===== src/rtl/morse_pkg.sv =====
// -----------------------------------------------------------------------------
// morse_pkg
// Shared definitions for the Morse letter datapath:
//   - symbol encoding (dot / dash)
//   - letter select encoding (A..H on a 3-bit switch bank)
//   - MAX_LEN, the longest letter in symbols
//   - pattern and length ROMs for the eight supported letters
// Patterns are stored with the first symbol in bit 0 so the shift register
// can present symbols by shifting right. A 1 bit is a dash.
// -----------------------------------------------------------------------------
package morse_pkg;

  localparam int MAX_LEN = 4;

  typedef enum logic {
    SYM_DOT  = 1'b0,
    SYM_DASH = 1'b1
  } sym_e;

  typedef enum logic [2:0] {
    LTR_A = 3'd0,
    LTR_B = 3'd1,
    LTR_C = 3'd2,
    LTR_D = 3'd3,
    LTR_E = 3'd4,
    LTR_F = 3'd5,
    LTR_G = 3'd6,
    LTR_H = 3'd7
  } ltr_e;

  // Symbol pattern for a letter, first symbol in bit 0, zero above the length.
  function automatic logic [MAX_LEN-1:0] ltr_pattern(input logic [2:0] ltr);
    logic [MAX_LEN-1:0] pat;
    pat = '0;
    case (ltr_e'(ltr))
      LTR_A:   pat = 4'b0010;  // .-
      LTR_B:   pat = 4'b0001;  // -...
      LTR_C:   pat = 4'b0101;  // -.-.
      LTR_D:   pat = 4'b0001;  // -..
      LTR_E:   pat = 4'b0000;  // .
      LTR_F:   pat = 4'b0100;  // ..-.
      LTR_G:   pat = 4'b0011;  // --.
      LTR_H:   pat = 4'b0000;  // ....
      default: pat = '0;
    endcase
    return pat;
  endfunction

  // Number of symbols in a letter (1..MAX_LEN).
  function automatic logic [2:0] ltr_len(input logic [2:0] ltr);
    logic [2:0] len;
    len = 3'd0;
    case (ltr_e'(ltr))
      LTR_A:   len = 3'd2;
      LTR_B:   len = 3'd4;
      LTR_C:   len = 3'd4;
      LTR_D:   len = 3'd3;
      LTR_E:   len = 3'd1;
      LTR_F:   len = 3'd4;
      LTR_G:   len = 3'd3;
      LTR_H:   len = 3'd4;
      default: len = 3'd0;
    endcase
    return len;
  endfunction

endpackage


===== src/rtl/sync_edge_det.sv =====
// -----------------------------------------------------------------------------
// sync_edge_det
// Brings an asynchronous level (e.g. a push button) into the clk domain
// through a SYNC_STAGES flop chain, then emits a one-cycle pulse on each
// rising edge of the synchronised level. A held level gives one pulse.
//
// Ports:
//   clk    in   system clock
//   reset  in   synchronous, active-high; clears the chain and edge flop
//   din    in   asynchronous level input
//   rise   out  one-cycle pulse when the synchronised level goes 0->1
// -----------------------------------------------------------------------------
module sync_edge_det #(
  parameter int SYNC_STAGES = 2   // minimum 2
) (
  input  logic clk,
  input  logic reset,
  input  logic din,
  output logic rise
);

  logic [SYNC_STAGES-1:0] sync_q;
  logic                   prev_q;

  // NOTE: sequential state uses non-blocking assignments so every flop in the
  // chain samples its pre-edge neighbour; blocking would collapse the chain.
  always_ff @(posedge clk) begin
    if (reset) begin
      sync_q <= '0;
      prev_q <= 1'b0;
    end else begin
      sync_q <= {sync_q[SYNC_STAGES-2:0], din};
      prev_q <= sync_q[SYNC_STAGES-1];
    end
  end

  assign rise = sync_q[SYNC_STAGES-1] & ~prev_q;

endmodule


===== src/rtl/morse_symbol_source.sv =====
// -----------------------------------------------------------------------------
// morse_symbol_source
// Upstream datapath stage for the Morse letter FSM. A press of the load
// button captures the letter select and loads that letter's pattern and
// length. The current symbol and the remaining-symbol count are presented
// to the FSM, which pulses sym_adv each time it has consumed a symbol.
// The block is idle when sym_left is 0 and busy otherwise; a load request
// while busy is dropped, not queued.
//
// Ports:
//   clk        in   system clock (50 MHz)
//   reset      in   synchronous, active-high
//   in_ltr     in   [2:0] letter select, 0=A .. 7=H, quasi-static
//   ld_ltr     in   load button level, asynchronous to clk
//   sym_adv    in   one-cycle pulse: current symbol consumed
//   cur_sym    out  current symbol, 0=dot 1=dash (meaningful when sym_valid)
//   sym_left   out  [2:0] symbols remaining including the current one
//   sym_valid  out  high while sym_left != 0
//   ltr_start  out  one-cycle pulse on the cycle a letter is loaded
//   ltr_done   out  one-cycle pulse on the cycle the last symbol is consumed
// -----------------------------------------------------------------------------
module morse_symbol_source
  import morse_pkg::ltr_pattern, morse_pkg::ltr_len;
#(
  parameter int SYNC_STAGES = 2,
  parameter int MAX_LEN     = 4
) (
  input  logic       clk,
  input  logic       reset,
  input  logic [2:0] in_ltr,
  input  logic       ld_ltr,
  input  logic       sym_adv,
  output logic       cur_sym,
  output logic [2:0] sym_left,
  output logic       sym_valid,
  output logic       ltr_start,
  output logic       ltr_done
);

  logic               load_edge;
  logic [MAX_LEN-1:0] shreg;

  sync_edge_det #(
    .SYNC_STAGES (SYNC_STAGES)
  ) u_ld_sync (
    .clk   (clk),
    .reset (reset),
    .din   (ld_ltr),
    .rise  (load_edge)
  );

  // Decode of the current step. The idle/busy state lives entirely in
  // sym_left, so there is no separate state register to keep in step.
  logic idle;
  logic do_load;
  logic do_adv;
  logic last_sym;

  assign idle     = (sym_left == 3'd0);
  assign do_load  = idle & load_edge;    // load only when idle
  assign do_adv   = ~idle & sym_adv;     // advance only when busy
  assign last_sym = (sym_left == 3'd1);

  always_ff @(posedge clk) begin
    if (reset) begin
      shreg     <= '0;
      sym_left  <= 3'd0;
      sym_valid <= 1'b0;
      ltr_start <= 1'b0;
      ltr_done  <= 1'b0;
    end else begin
      ltr_start <= do_load;
      ltr_done  <= do_adv & last_sym;

      if (do_load) begin
        shreg     <= MAX_LEN'(ltr_pattern(in_ltr));
        sym_left  <= ltr_len(in_ltr);
        sym_valid <= 1'b1;
      end else if (do_adv) begin
        // Clearing on the last symbol keeps cur_sym at 0 while idle.
        shreg     <= last_sym ? '0 : (shreg >> 1);
        sym_left  <= sym_left - 3'd1;
        sym_valid <= ~last_sym;
      end
    end
  end

  // Bit 0 of the shift register is the symbol being presented.
  assign cur_sym = shreg[0];

endmodule

===== config.mk =====
export PLATFORM = sky130hd
export DESIGN_NAME = morse_symbol_source
export DESIGN_NICKNAME = d
export VERILOG_FILES = /design/src/rtl/morse_pkg.sv /design/src/rtl/sync_edge_det.sv /design/src/rtl/morse_symbol_source.sv
export SDC_FILE = /design/constraint.sdc
export NUM_CORES = 1
export LEC_CHECK = 0
export CORE_UTILIZATION = 43
export DETAILED_ROUTE_END_ITERATION = 10
export HOLD_SLACK_MARGIN = 0.1
export PLACE_DENSITY = 0.71
export SLEW_MARGIN = 10
export SYNTH_ARGS = -nofsm -noshare
export SYNTH_HDL_FRONTEND = slang
export SYNTH_HIERARCHICAL = 1
export SYNTH_SLANG_ARGS = --single-unit

===== constraint.sdc =====
create_clock -name clk -period 1.45 [get_ports clk]
set_input_delay 0.435 -clock clk [delete_from_list [all_inputs] [get_ports clk]]
set_output_delay 0.435 -clock clk [all_outputs]
set_load 0.02 [all_outputs]

**Word level (Yosys, flattened, before mapping)**

Memories as Yosys holds them, arrays and structs flattened.
Cells that the tools add are included.

- Latch bits: 0
- Memory bits (writable): 0
- Output and inout bits: 7
- Logic and storage cells: 27
- Memories: 2
- Memory bits (read-only): 48
- Input bits: 7
- Flip-flop bits (word level): 13

Memory list:

| memory | words | width | read ports | clocked after Yosys merged registers in | wr ports | RTL line | text |
|---|---|---|---|---|---|---|---|
| (no name shown) | 8 | 3 | 1 | 0 | 0 | morse_pkg.sv:35 | `case (ltr_e'(ltr))` |
| (no name shown) | 8 | 3 | 1 | 0 | 0 | morse_pkg.sv:53 | `case (ltr_e'(ltr))` |

- Div/mod/pow operators: 0
- Multiply operators: 0
- Equal/unequal tests: 1
- Reductions and logical operators: 2
- Bitwise operators: 7
- Order comparisons: 0
- Add/sub/neg operators: 1
- Shift-type cells: 0
- Multiplexer cells: 7

Operator list:

| kind | count |
|---|---|
| 3-bit 2-to-1 mux | 3 |
| 4-bit 2-to-1 mux | 2 |
| 1-bit AND | 4 |
| 3-bit by 1-bit == test with 1-bit output (second input constant) | 1 |
| 3-bit logical NOT | 1 |
| 1-bit inverter | 3 |
| 3-bit by 1-bit subtractor with 3-bit output (second input constant) | 1 |
| 1-bit 2-to-1 mux | 2 |
| 2-bit nonzero test | 1 |

**Longest topological paths before layout**

Gate-level depths: netlist of the first run.

- Depth after elaboration: 5
- Gate-level depth with buffers: 6
- Gate-level depth less buffers: 5

**Hierarchy**

The synthesis of the first run kept the hierarchy.

Modules (own cells, without submodules):

| module | seq. area each (µm²) | area each (µm²) | cells an instance | times used |
|---|---|---|---|---|
| morse_symbol_source | 180.2 | 573.0 | 67 | 1 |
| sync_edge_det | 60.1 | 87.6 | 7 | 1 |

**Worst setup path before layout of the first run**

No wires, ideal clock.

- Path kind: register to register
- Start: register sym_left[0]
- End: register sym_left[0]
- Arrival: 1.620 ns
- Buffers on the path: 1
- Cell stages (with the launch flop): 7
- Setup time: 0.091 ns
- Clock period less this slack: 1.711 ns
- Slack: -0.261 ns
- Data required time: 1.359 ns
- Cells stage by stage: dfxtp_1 inv_1 ha_1 nor2b_1 buf_6 or3_1 a311oi_1

- Cells in the longest elaborated chain, start to end: 4
- Elaborated cells between the ends (all ways): 8
- Those cells by class: add/sub: 1; mux: 2; bitwise: 3; reduce/logical: 2

Ends and longest elaborated chain:

| element | RTL line | text |
|---|---|---|
| start: declaration | morse_symbol_source.sv:34 | `output logic [2:0] sym_left,` |
| start signal: assignment | morse_symbol_source.sv:77 | `sym_left <= ltr_len(in_ltr);` |
| start signal: assignment | morse_symbol_source.sv:82 | `sym_left <= sym_left - 3'd1;` |
| branches (longest 4 deep; another with 3-bit by 1-bit subtractor with 3-bit output) | n/a |  |

Parallel ways; which one is timed is not known. The select of a mux whose other input is x is not followed.
A chain may end at the register's enable or synchronous reset.

**Worst setup path in the final report of the first run**

- Start: input port sym_adv
- End: register sym_left[1]

- Cells in the longest elaborated chain, start to end: 2

Ends and longest elaborated chain:

| element | RTL line | text |
|---|---|---|
| start: declaration | morse_symbol_source.sv:32 | `input logic sym_adv,` |
| 1-bit AND | morse_symbol_source.sv:61 | `assign do_adv = ~idle & sym_adv;` |
| 2-bit nonzero test (no source line) | n/a |  |

Every way passes these cells.

==> impl_metrics.py, run 1 <==
metrics = {
    "run_status": {
        "status": "finished, final reports clean",
    },
    "setup_path": {
        "max_stage_delay_ns": 0.49,
        "required_ns": 1.63,
        "worstSetupPathType": "primary input to flip-flop",
        "cp-end-kind": "flip-flop",
        "worstReg2RegEnd": "sym_left[1]",
        "rr_worst_depth": 5,
        "path_buf_inv": 2,
        "start_kind": "primary input",
        "crit_chain": "clkdlybuf4s50_1 > inv_2 > or3_1 > a311oi_1",
        "arrival_ns": 1.59,
        "reg2reg_from": "sym_left[0]",
        "path_depth": 4,
        "crit_family": "buffers and inverters",
        "reg2reg_slack_ns": 0.08,
        "crit_start": "sym_adv",
        "cp_slowest_cell": "clkdlybuf4s50_1",
        "crit_end": "sym_left[1]",
        "worstPathMaxFanout": 4,
    },
    "min_path": {
        "hold_start": "u_ld_sync/sync_q[0]",
        "hold_class": "flip-flop to flip-flop",
    },
    "sta": {
        "period_minus_slack_ns": 1.414,
        "max_freq_mhz": 707.3,
        "tns_ns": 0,
        "worst_pin_slew_ns": 0.2089,
        "final_max_slew_viol_count": 0,
        "relSlewSlack_pct": 85.67,
        "period_share_pct": 97.51,
        "finalHoldViolCount": 0,
        "fin_skew_ns": 0.001369,
        "rsz0062_at_grt": "true",
        "setup_viol_count_final": 0,
    },
    "pwr": {
        "seq_power_share_pct": 32.1,
        "ir_drop_v": 0.001061,
        "internal_power_uw": 883.7,
        "leakagePower_nw": 0.4267,
        "p_sw_share_pct": 37.23,
        "power.density_nw_per_um2": 1446,
        "p_clk_share_pct": 19.1,
        "pwr-share-comb_pct": 48.9,
        "switching_power_uw": 524.2,
    },
    "floorplan": {
        "start_util_pct": 48.35,
        "ios": 14,
        "rows": 13,
        "die_w_um": 41.20,
        "core-area_um2": 1366,
        "die_y_um": 41.20,
        "dieArea_um2": 1697,
    },
    "placement": {
        "dpl.hpwl_mm": 1.116,
        "routabilityCongestion": 0.7902,
        "post-place-cells": 111,
        "port_buffers": 13,
    },
    "global_route": {
        "grt_pass1_wl_mm": 2.352,
        "grt-ovfl-total": 0,
        "grt_antenna_before_repair": 0,
        "grtUsageTotal_pct": 21.52,
        "grt_max_degree": 8,
        "grt_pass1_vias": 549,
    },
    "clock_network": {
        "postCtsHoldBufs": 0,
        "path_clk_slew_ns": 0.08,
        "htreeDepth": 1,
        "cts_made_buffers": 3,
        "clk_path_buf_depth": 2,
        "clk_latency_ns": 0.27,
        "clkSinkCount": 12,
        "root_buffer": "clkbuf_4",
        "cts_tree": "done",
    },
    "final_layout": {
        "drive_gt1_share_pct": 33.66,
        "layout_common_cells": "13 x buf_4, 10 x dfxtp_1, 5 x ha_1, 5 x dlygate4sd2_1",
        "nets": 116,
        "antennaDiodeCount": 0,
        "syn2layout_area_growth_pct": 47.35,
        "fin_cells": 116,
        "multi_input_area_um2": 422.9,
        "final_common_cell": "buf_4",
        "seqCellArea_um2": 247.7,
        "nFillCells": 103,
    },
    "drt": {
        "drc_errors": 0,
        "routedWlPerCell_um": 13.59,
        "ant_nets": 0,
        "drt_pre_antenna_iters": 4,
        "wl_mm": 1.576,
        "dr_total_vias": 645,
        "vias_per_cell": 5.560,
        "drt_iter0_drc": 7,
    },
    "logic_synthesis": {
        "synth_cell_type_count": 28,
        "synth_warnings": 6,
        "seq_area_frac_synth_pct": 36.36,
        "synth_seq_cells": 12,
        "netlist_instances": 74,
        "syn_nets": 88,
        "syn_area_um2": 660.6,
        "syn_avg_cell_area_um2": 8.927,
    },
    "run": {
        "max_cap_violations": 0,
    },
}
[cells in the mapped netlist (all sizes together)]
master	n	area [um^2]
dfxtp	12	240.2
ha	7	87.58
nor2b	6	40.04
inv	5	18.76
a21oi	4	20.02
nand3	4	20.02
nor2	4	15.01
a311oi	3	26.28
nand2	3	11.26
nor3	3	15.01
o21ai	3	15.01
a211oi	2	15.01
clkbuf	2	7.510
mux2	2	22.52
nand3b	2	15.01
o211ai	2	15.01
or3	2	12.51
a21o	1	7.510
a31oi	1	6.260
buf	1	11.26
mux2i	1	10.01
nand2b	1	6.260
o21bai	1	7.510
or2	1	6.260
or3b	1	8.760
[metal layers]
metal  share of wire, %  track usage, %  wire length, um
met1                 48           26.54              751
met2                 48           35.16              762
met3                3.4           8.152               54
met4               0.44           4.839                7
met5                  0               0                0
[stage by stage]
stage / instance area, um^2 / hold WS, ns / power (mW) / worst slack [ns] / util [%]
finish: 973.4 / 0.4450 / 1.408 / 0.03617 / 71.25
global route: 973.4 / 0.4786 / 1.505 / -0.006648 / 71.25
CTS: 942.2 / 0.4511 / 1.378 / 0.002965 / 68.96
detailed placement: 913.4 / 0.4325 / 1.141 / -0.3855 / 66.85
global placement: 913.4 / 0.4222 / 1.121 / -0.3158 / 66.85
floorplan: 693.2 / 0.4138 / 0.9178 / -0.004984 / -
[power groups by stage]
| stage | sequential (mW) | combinational (mW) | clock, mW |
|---|---|---|---|
| after floorplan | 0.524 | 0.393 | 0 |
| after global placement | 0.456 | 0.665 | 0 |
| after detailed placement | 0.458 | 0.683 | 0 |
| after CTS | 0.450 | 0.657 | 0.272 |
| after global routing | 0.461 | 0.748 | 0.296 |
| final | 0.451 | 0.688 | 0.269 |
[cell type report]
type                    count  share of cell area [%]
inverters                   5                   2.442
clock buffers               4                   3.728
well taps                  15                   1.928
multi-input cells          54                   43.44
repair buffers             26                   23.01
flip-flops and latches     12                   25.45
[worst reg2reg max path, cell delays in order, from the launching register on]
cell      delay (ns)
dfxtp_4         0.38
inv_4           0.04
ha_4            0.16
nor2b_4         0.14
or3_1           0.30
a311oi_1        0.25
[how the worst min path moves through the flow]
stage,to,slack (ns),cells past startpoint
floorplan,u_ld_sync/sync_q[1],0.41,1
global placement,u_ld_sync/sync_q[1],0.42,1
detailed placement,u_ld_sync/sync_q[1],0.43,1
CTS,u_ld_sync/sync_q[1],0.45,1
global route,u_ld_sync/prev_q,0.48,1
finish,u_ld_sync/sync_q[1],0.44,1
[cell families after synthesis]
logic type	count (synthesis)	share of synthesized area, %
and+or+nand+nor	27	22.73
AOI/OAI and AO/OA	17	17.05
adders and majority gates	7	13.26
DFF	12	36.36
muxes	3	4.924
buffers and inverters	8	5.681
[flip-flops by register name (all words and copies together), names as in the netlist]
signal / flops
ltr_start: 1
ltr_done: 1
shreg: 3
sym_left: 3
sym_valid: 1
u_ld_sync/sync_q: 2
u_ld_sync/prev_q: 1
[repair_timing]
action                                  4_1_cts  5_1_grt
endpoints found under the setup margin       11        8
resized for setup                             9        9
buffers inserted                              0        1
pin swaps                                     2        1
Note: power is estimated with default switching activity, not from simulation.
==> run 2, diff against run 1 <==
--- a/config.mk
+++ b/config.mk
@@ -5,9 +5,9 @@
 export SDC_FILE = /design/constraint.sdc
 export NUM_CORES = 1
 export LEC_CHECK = 0
+export CAP_MARGIN = 20
 export CORE_UTILIZATION = 43
 export DETAILED_ROUTE_END_ITERATION = 10
-export HOLD_SLACK_MARGIN = 0.1
 export PLACE_DENSITY = 0.71
 export SLEW_MARGIN = 10
 export SYNTH_ARGS = -nofsm -noshare
==> results of run 2 <==
Final layout, timing and power as in run 1 (identical DEF).
